### src/rtl/regfile_pkg.sv
// Shared constants and types for the scoreboarded register file.
package regfile_pkg;

   localparam int XLEN_DEF = 32;
   localparam int NREG_DEF = 32;

   typedef logic [NREG_DEF-1:0] busy_vec_t;

endpackage

### src/rtl/sb_popcount.sv
// Population count of an N-bit vector, used to cross-check the pending counter.
module sb_popcount #(
   parameter  int N = 32,
   localparam int W = $clog2(N + 1)
) (
   input  logic [N-1:0] vec,
   output logic [W-1:0] cnt
);

   always_comb begin
      cnt = '0;
      for (int i = 0; i < N; i++) begin
         cnt = cnt + W'(vec[i]);
      end
   end

endmodule

### src/rtl/scoreboard_regfile.sv
// Register file with per-register busy scoreboard and WAW reservation stall.
// Optional write-through forwarding on the read ports: SCOREBOARD_REGFILE_BYPASS_EN.
module scoreboard_regfile
   import regfile_pkg::*;
#(
   parameter  int XLEN = XLEN_DEF,
   parameter  int NREG = NREG_DEF,
   localparam int AW   = $clog2(NREG),
   localparam int CW   = $clog2(NREG + 1)
) (
   input  logic            clk,
   input  logic            rst,
   input  logic [AW-1:0]   rs1_addr,
   input  logic [AW-1:0]   rs2_addr,
   output logic [XLEN-1:0] rs1_data,
   output logic [XLEN-1:0] rs2_data,
   output logic            rs1_busy,
   output logic            rs2_busy,
   input  logic            wr_en,
   input  logic [AW-1:0]   wr_addr,
   input  logic [XLEN-1:0] wr_data,
   input  logic            rsv_valid,
   input  logic [AW-1:0]   rsv_addr,
   output logic            rsv_ready,
   output logic [CW-1:0]   pend_cnt
);

   logic [XLEN-1:0] regs [NREG];
   logic [NREG-1:0] busy;
   logic            wr_hit;
   logic            rsv_set;
   logic            cnt_inc;
   logic            cnt_dec;
   logic [CW-1:0]   pop_cnt;

   assign wr_hit = wr_en && (wr_addr != '0);

   // A busy destination may still be re-reserved when its writeback lands this cycle.
   always_comb begin
      rsv_ready = rst && rsv_valid &&
                  ((rsv_addr == '0) || !busy[rsv_addr] || (wr_en && (wr_addr == rsv_addr)));
   end

   assign rsv_set = rsv_ready && (rsv_addr != '0);
   assign cnt_inc = rsv_set && !busy[rsv_addr];
   assign cnt_dec = wr_en && busy[wr_addr] && !(rsv_set && (rsv_addr == wr_addr));

   always_ff @(posedge clk or negedge rst) begin
      if (!rst) begin
         for (int i = 0; i < NREG; i++) begin
            regs[i] <= '0;
         end
      end else if (wr_hit) begin
         regs[wr_addr] <= wr_data;
      end
   end

   // Reservation wins over writeback so a same-cycle write+reserve leaves the entry busy.
   always_ff @(posedge clk or negedge rst) begin
      if (!rst) begin
         busy     <= '0;
         pend_cnt <= '0;
      end else begin
         busy[0] <= 1'b0;
         for (int i = 1; i < NREG; i++) begin
            if (rsv_set && (rsv_addr == AW'(i))) begin
               busy[i] <= 1'b1;
            end else if (wr_en && (wr_addr == AW'(i))) begin
               busy[i] <= 1'b0;
            end
         end
         if (cnt_inc && !cnt_dec) begin
            pend_cnt <= pend_cnt + 1'b1;
         end else if (cnt_dec && !cnt_inc) begin
            pend_cnt <= pend_cnt - 1'b1;
         end
      end
   end

   always_comb begin
      rs1_data = regs[rs1_addr];
      rs1_busy = busy[rs1_addr];
`ifdef SCOREBOARD_REGFILE_BYPASS_EN
      if (wr_hit && (wr_addr == rs1_addr)) begin
         rs1_data = wr_data;
         rs1_busy = 1'b0;
      end
`endif
      if (!rst || (rs1_addr == '0)) begin
         rs1_data = '0;
         rs1_busy = 1'b0;
      end
   end

   always_comb begin
      rs2_data = regs[rs2_addr];
      rs2_busy = busy[rs2_addr];
`ifdef SCOREBOARD_REGFILE_BYPASS_EN
      if (wr_hit && (wr_addr == rs2_addr)) begin
         rs2_data = wr_data;
         rs2_busy = 1'b0;
      end
`endif
      if (!rst || (rs2_addr == '0)) begin
         rs2_data = '0;
         rs2_busy = 1'b0;
      end
   end

   sb_popcount #(
      .N (NREG)
   ) u_popcount (
      .vec (busy),
      .cnt (pop_cnt)
   );

   a_pend_matches_busy: assert property (@(posedge clk) disable iff (!rst) pend_cnt == pop_cnt);
   a_pend_bounded:      assert property (@(posedge clk) disable iff (!rst) pend_cnt <= CW'(NREG - 1));

endmodule

### config.mk
export PLATFORM = sky130hd
export DESIGN_NAME = scoreboard_regfile
export DESIGN_NICKNAME = d
export VERILOG_FILES = /design/src/rtl/regfile_pkg.sv /design/src/rtl/sb_popcount.sv /design/src/rtl/scoreboard_regfile.sv
export SDC_FILE = /design/constraint.sdc
export NUM_CORES = 2
export LEC_CHECK = 0
export BUFFER_PORTS_ARGS = -buffer_cell sky130_fd_sc_hd__buf_4
export CAP_MARGIN = 10
export CORE_UTILIZATION = 28
export CTS_BUF_LIST = sky130_fd_sc_hd__clkbuf_8
export DETAILED_ROUTE_END_ITERATION = 8
export PLACE_DENSITY = 0.53
export REMOVE_ABC_BUFFERS = 1
export SLEW_MARGIN = 10
export SYNTH_ARGS = -nofsm -noshare
export SYNTH_HDL_FRONTEND = slang
export SYNTH_SLANG_ARGS = --single-unit
### constraint.sdc
create_clock -name clk -period 4.16 [get_ports clk]
set_clock_uncertainty 0.1 [all_clocks]
set_input_delay 0.832 -clock clk [delete_from_list [all_inputs] [get_ports clk]]
set_output_delay 0.832 -clock clk [all_outputs]
set_load 0.02 [all_outputs]
Word level (Yosys, flattened, before mapping)

Cells that the tools add are included.

Register bits after elaboration: 1061
Bits of input ports: 56
Output and inout bits: 73
Logic and storage cells: 346

Add/subtract/negate cells: 2
$lt $le $gt $ge: 8
Equal/unequal tests: 64
Multiplexer cells: 85
Bitwise gates (word level): 3
Reduce and logical (&&, ||, !) cells: 120

Operators by type and width:

| cell                                                                   | count |
|---|---|
| 1024-bit bitwise mux                                                   | 1 |
| 32-bit binary-select mux with 5-bit select                             | 2 |
| 32-bit two-way mux                                                     | 7 |
| 32-bit demux with 5-bit select                                         | 1 |
| 5-bit equality test (second input constant)                            | 32 |
| 5-bit by 4-bit equality test with 1-bit output (second input constant) | 16 |
| 1-bit logical AND                                                      | 74 |
| 1-bit two-way mux                                                      | 68 |
| 2-bit nonzero test                                                     | 32 |
| 5-bit by 3-bit equality test with 1-bit output (second input constant) | 8 |
| 5-bit by 6-bit < comparator with 1-bit output (second input constant)  | 4 |
| 1-bit binary-select mux with 5-bit select                              | 4 |
| 5-bit by 2-bit equality test with 1-bit output (second input constant) | 4 |
| 6-bit >= comparator (second input constant)                            | 3 |
| 5-bit NOT with 6-bit output                                            | 3 |
| 5-bit zero test                                                        | 3 |
| 6-bit two-way mux                                                      | 2 |
| 5-bit by 1-bit equality test with 1-bit output (second input constant) | 2 |
| 5-bit equality test                                                    | 2 |
| 5-bit nonzero test                                                     | 2 |
| 6-bit by 1-bit adder with 6-bit output (second input constant)         | 1 |
| 6-bit by 1-bit < comparator with 1-bit output (second input constant)  | 1 |
| 6-bit by 1-bit subtractor with 6-bit output (second input constant)    | 1 |
| 1-bit zero test                                                        | 5 |
| 1-bit logical OR                                                       | 4 |

Depth between registers and ports, before layout

Depth in word-level cells: 13
Depth in mapped cells: 15
Gate-level depth less buffers: 13

Worst setup path before layout

No wires, ideal clock.

Path kind: input -> register
From: input port rsv_addr[0]
To: register pend_cnt[5]
Library setup time: 79 ps
Data arrival time: 3760 ps
Required time: 3981 ps
Path slack: 220 ps
Stages: 14
Buffers on the path: 1
Path through: buf_2 > mux4_2 > and3b_1 > nor4_4 > a21oi_1 > nor2_1 > ha_1 > inv_1 > ha_1 > a21o_1 > a21oi_1 > or4_1 > nand3_1 > xor2_1

Word-level cells in the longest chain between the ends: 13
Elaborated cells between the ends (all ways): 22
Those cells by class: eq/ne: 2; mux: 3; reduce/logical: 17

Ends and longest elaborated chain:

| what                                                           | line                                               | RTL |
|---|---|---|
| start: declaration                                             | scoreboard_regfile.sv:23                           | `input logic [AW-1:0] rsv_addr,` |
| 1-bit binary-select mux with 5-bit select                      | scoreboard_regfile.sv:41, scoreboard_regfile.sv:45 |  |
| 1-bit two-way mux (implied by the code)                        | scoreboard_regfile.sv:41, scoreboard_regfile.sv:45 |  |
| 1-bit zero test                                                | scoreboard_regfile.sv:41, scoreboard_regfile.sv:45 |  |
| 1-bit logical OR (2 in series)                                 | scoreboard_regfile.sv:41                           | `((rsv_addr == '0) \|\| !busy[rsv_addr] \|\| (wr_en && (wr_addr == rsv_addr)));` |
| 1-bit logical AND                                              | scoreboard_regfile.sv:40                           | `rsv_ready = rst && rsv_valid &&` |
| 1-bit logical AND                                              | scoreboard_regfile.sv:44                           | `assign rsv_set = rsv_ready && (rsv_addr != '0);` |
| 1-bit logical AND                                              | scoreboard_regfile.sv:46                           | `assign cnt_dec = wr_en && busy[wr_addr] && !(rsv_set && (rsv_addr == wr_addr));` |
| 1-bit zero test                                                | scoreboard_regfile.sv:46                           |  |
| 1-bit logical AND                                              | scoreboard_regfile.sv:46                           |  |
| 1-bit zero test                                                | scoreboard_regfile.sv:72                           | `if (cnt_inc && !cnt_dec) begin` |
| 1-bit logical AND                                              | scoreboard_regfile.sv:72                           |  |
| 6-bit two-way mux / 2-bit nonzero test (equally long branches) | -                                                  |  |
| end signal: assignment                                         | scoreboard_regfile.sv:73                           | `pend_cnt <= pend_cnt + 1'b1;` |
| end signal: assignment                                         | scoreboard_regfile.sv:75                           | `pend_cnt <= pend_cnt - 1'b1;` |
| end: declaration                                               | scoreboard_regfile.sv:25                           | `output logic [CW-1:0] pend_cnt` |

Parallel ways exist; a longest one is shown, timed or not. The select of a mux whose other input is x is not followed.
A chain may end at the register's enable or synchronous reset.

Final worst setup path

From: input port rs2_addr[1]
To: output port rs2_data[22]

Word-level cells in the longest chain between the ends: 5
Elaborated cells between the ends (all ways): 7
Those cells by class: mux: 4; bitwise: 1; reduce/logical: 2

Ends and longest elaborated chain:

| what                                                   | line                      | RTL |
|---|---|---|
| start: declaration                                     | scoreboard_regfile.sv:14  | `input logic [AW-1:0] rs2_addr,` |
| 5-bit NOT with 6-bit output (implied by the code)      | scoreboard_regfile.sv:96  | `rs2_data = regs[rs2_addr];` |
| 32-bit binary-select mux with 5-bit select             | scoreboard_regfile.sv:96  |  |
| 32-bit two-way mux (implied by the code) (2 in series) | scoreboard_regfile.sv:96  |  |
| 32-bit two-way mux (*)                                 | scoreboard_regfile.sv:104 | `if (!rst \|\| (rs2_addr == '0)) begin` |
| end: declaration                                       | scoreboard_regfile.sv:16  | `output logic [XLEN-1:0] rs2_data,` |

Every way passes the cells marked *; elsewhere a longest branch is shown, timed or not. The select of a mux whose other input is x is not followed.

==> results.sh <==
export IMPL_dpl_worst_slack_ns=0.170
export IMPL_routed_wl_um=190000
export IMPL_rsz0062_at_grt="no"
export IMPL_slew_violations=0
export IMPL_start_util=0.282
export IMPL_dieHeight_um=455
export IMPL_worstPathCellList="clkbuf_8, or2_4, o31ai_4, buf_4, or3_1, o31ai_1, buf_4, buf_4"
export IMPL_drtPass1Iterations=5
export IMPL_fin_cells=6967
export IMPL_start_kind="input pin"
export IMPL_setup_slack_ns=0.205
export IMPL_ant_nets=0
export IMPL_finalSetupViolCount=0
export IMPL_slew_headroom=0.282
export IMPL_antenna_found_initial=9
export IMPL_avgSynthCellArea_um2=14.2
export IMPL_syn2layout_area_growth_pct=15.6
export IMPL_status="finished clean"
export IMPL_grt_max_degree=160
export IMPL_cts_tree="done"
export IMPL_synth_edf_count=0
export IMPL_synthTopCellsByArea="dfrtp_1 (46%), mux2_2 (21%), mux4_2 (16%)"
export IMPL_critPathKind="input pin to output port"
export IMPL_portBuffers=128
export IMPL_grt_pass1_wl_um=283000
export IMPL_cp_arrival_ns=3.02
export IMPL_holdCritPathClass="input pin to asynchronous set/reset pin"
export IMPL_p_leak_nw=28.8
export IMPL_period_share=0.951
export IMPL_yosysMostFrequentCell="dfrtp_1"
export IMPL_worstPathMaxFanout=27
export IMPL_clockBufferDepth=3
export IMPL_fp_row_count=166
export IMPL_drt_wirelength_per_cell_um=27.3
export IMPL_worstMarginPinSlew_ns=1.08
export IMPL_synth_cells=4050
export IMPL_drt_iter0_markers=2895
export IMPL_synth_area_mm2=0.0575
export IMPL_num_vias=37900
export IMPL_required_ns=3.23
export IMPL_final_min_clock_period_ns=3.96
export IMPL_overflow=0
export IMPL_clkTransAtPathRegs_ns=0.05
export IMPL_vdd_drop_max_mv=0.277
export IMPL_track_usage=0.184
export IMPL_clkSinkCount=1061
export IMPL_place_congestion=0.802
export IMPL_synth_flop_cell="dfrtp_1"
export IMPL_hold_viol_final=0
export IMPL_coreArea_mm2=0.204
export IMPL_clk_latency_ns=0.92
export IMPL_ios=129
export IMPL_fmax_mhz=253
export IMPL_fp_dieW_um=455
export IMPL_cp_common_cell="buf_4"
export IMPL_tns_ns=0
export IMPL_cp_slowest_cell="buf_4"
export IMPL_synth_common_cells="dfrtp_1 (1061), mux2_2 (1060), mux4_2 (409), mux2i_1 (340), clkbuf_1 (257)"
export IMPL_synthArstFlopShare=1.00
export IMPL_nets=4203
export IMPL_dp_cells=6641
export IMPL_ys_warn_count=0
export IMPL_cpPeakStageDelay_ns=0.60
export IMPL_viasPerCell=5.44
export IMPL_cts_buffers=183
export IMPL_drive_gt1_frac=0.503
export IMPL_place_hpwl_um=111000
export IMPL_ys_seq_elements=1061
export IMPL_crit_path_end_kind="output port"
export IMPL_cap_violations=0
export IMPL_powerDensity_mw_per_mm2=454
export IMPL_yosys_area_top_type="dfrtp_1"
export IMPL_post_cts_setup_buffers=0
export IMPL_htreeDepth=4
export IMPL_route_detailed_drc=0
export IMPL_synth_top_area_share=0.461
export IMPL_power_mw=30.2
export IMPL_die_area_mm2=0.207
export IMPL_fin_util=0.326
export IMPL_ys_seq_area_frac=0.461
export IMPL_ys_types=52
export IMPL_clock_root_buffer="clkbuf_8"
export IMPL_grt_pass1_vias=39900
-- worst max-delay path, delay by kind of cell --
kind                   cells  cell delay, ns
buffers and inverters      4            1.10
and+or+nand+nor            2            0.70
AOI/OAI and AO/OA          2            0.34
-- cells in the final DEF, fill, tap and decap left out, types with 4 or more instances in the layout --
master and count:
nand2_4 11, nor3b_1 5, nand2b_1 5, nor2_1 75
o21ai_0 17, nor3_1 4, nor2b_1 4, o221ai_1 130
diode_2 4, xnor2_1 8, nand2_1 61, clkinv_2 20
o31ai_1 33, nand3_1 7, nor2_4 12, ha_1 5
mux2_2 1060, o22ai_1 105, mux2i_1 340, dfrtp_1 1061
o21ai_2 20, a21oi_1 133, inv_1 64, clkbuf_8 235
buf_4 281, or3_1 32, mux4_2 409, buf_8 5
buf_12 70, inv_6 5
-- kinds of logic (layout without fill, tap and decap cells) --
group	Yosys count	in the layout	share of synthesized area
other	0	4	0
XOR/XNOR	10	10	0.00152
AND/OR/NAND/NOR	246	246	0.0204
flip-flops	1061	1061	0.461
multiplexers	1810	1810	0.427
adder cells (fa/ha/maj)	6	6	0.00144
AO/OA/AOI/OAI	451	451	0.0536
buffers and inverters	466	691	0.0345
-- power breakdown --
part	total (mW)	leakage, nW	switching (mW)	internal, mW
Combinational	6.68	13.1	2.77	3.91
Sequential	13.8	13.6	1.50	12.3
Clock	9.72	2.11	4.52	5.20
Total	30.2	28.8	8.79	21.4
-- path summary, 6_finish.rpt --
path	cells past startpoint	slack, ns	from	end
setup / recovery	8	0.20	rs2_addr[1]	rs2_data[22]
hold / removal	3	0.16	rst	busy[9]
setup reg to reg	13	0.75	busy[27]	pend_cnt[5]
hold reg to reg	0	0.30	regs[1021]	regs[1021]
max in group asynchronous	4	2.02	rst	regs[16]
min in group clk	5	0.30	rsv_addr[4]	busy[17]
-- layout make-up --
cell class | count | area (um2)
clock buffers | 234 | 3220
repair buffers | 361 | 3640
flip-flops and latches | 1061 | 26600
multi-input cells | 2523 | 29200
diodes | 4 | 10.0
well taps | 2688 | 3360
clock inverters | 85 | 459
inverters | 11 | 43.8
fillers | 20200 | 138000
-- sequential cells by signal, indices dropped and copies added, names as in the netlist --
signal	count
busy	31
regs	1024
pend_cnt	6
-- repair_timing --
action | 4_1_cts | 5_1_grt
gates resized for setup | 0 | 0
endpoints found under the hold margin | 22 | 0
hold buffers | 3 | 0
-- routing by layer --
layer / vias up / wire length [um] / global-route usage
met5: - / 69 / 0
met4: 10 / 5020 / 0.0546
met3: 307 / 9770 / 0.0350
met2: 1114 / 90600 / 0.295
met1: 20600 / 84700 / 0.252
li1: 15800 / - / -
-- through the flow --
step	hold WS (ns)	area, um2
3_5_place_dp	0.286	62800
2_1_floorplan	0.269	55600
6_report	0.156	66500
3_3_place_gp	0.281	62800
5_1_grt	0.117	66500
4_1_cts	0.0682	66500
No activity file was read; power rests on OpenSTA's default activity.
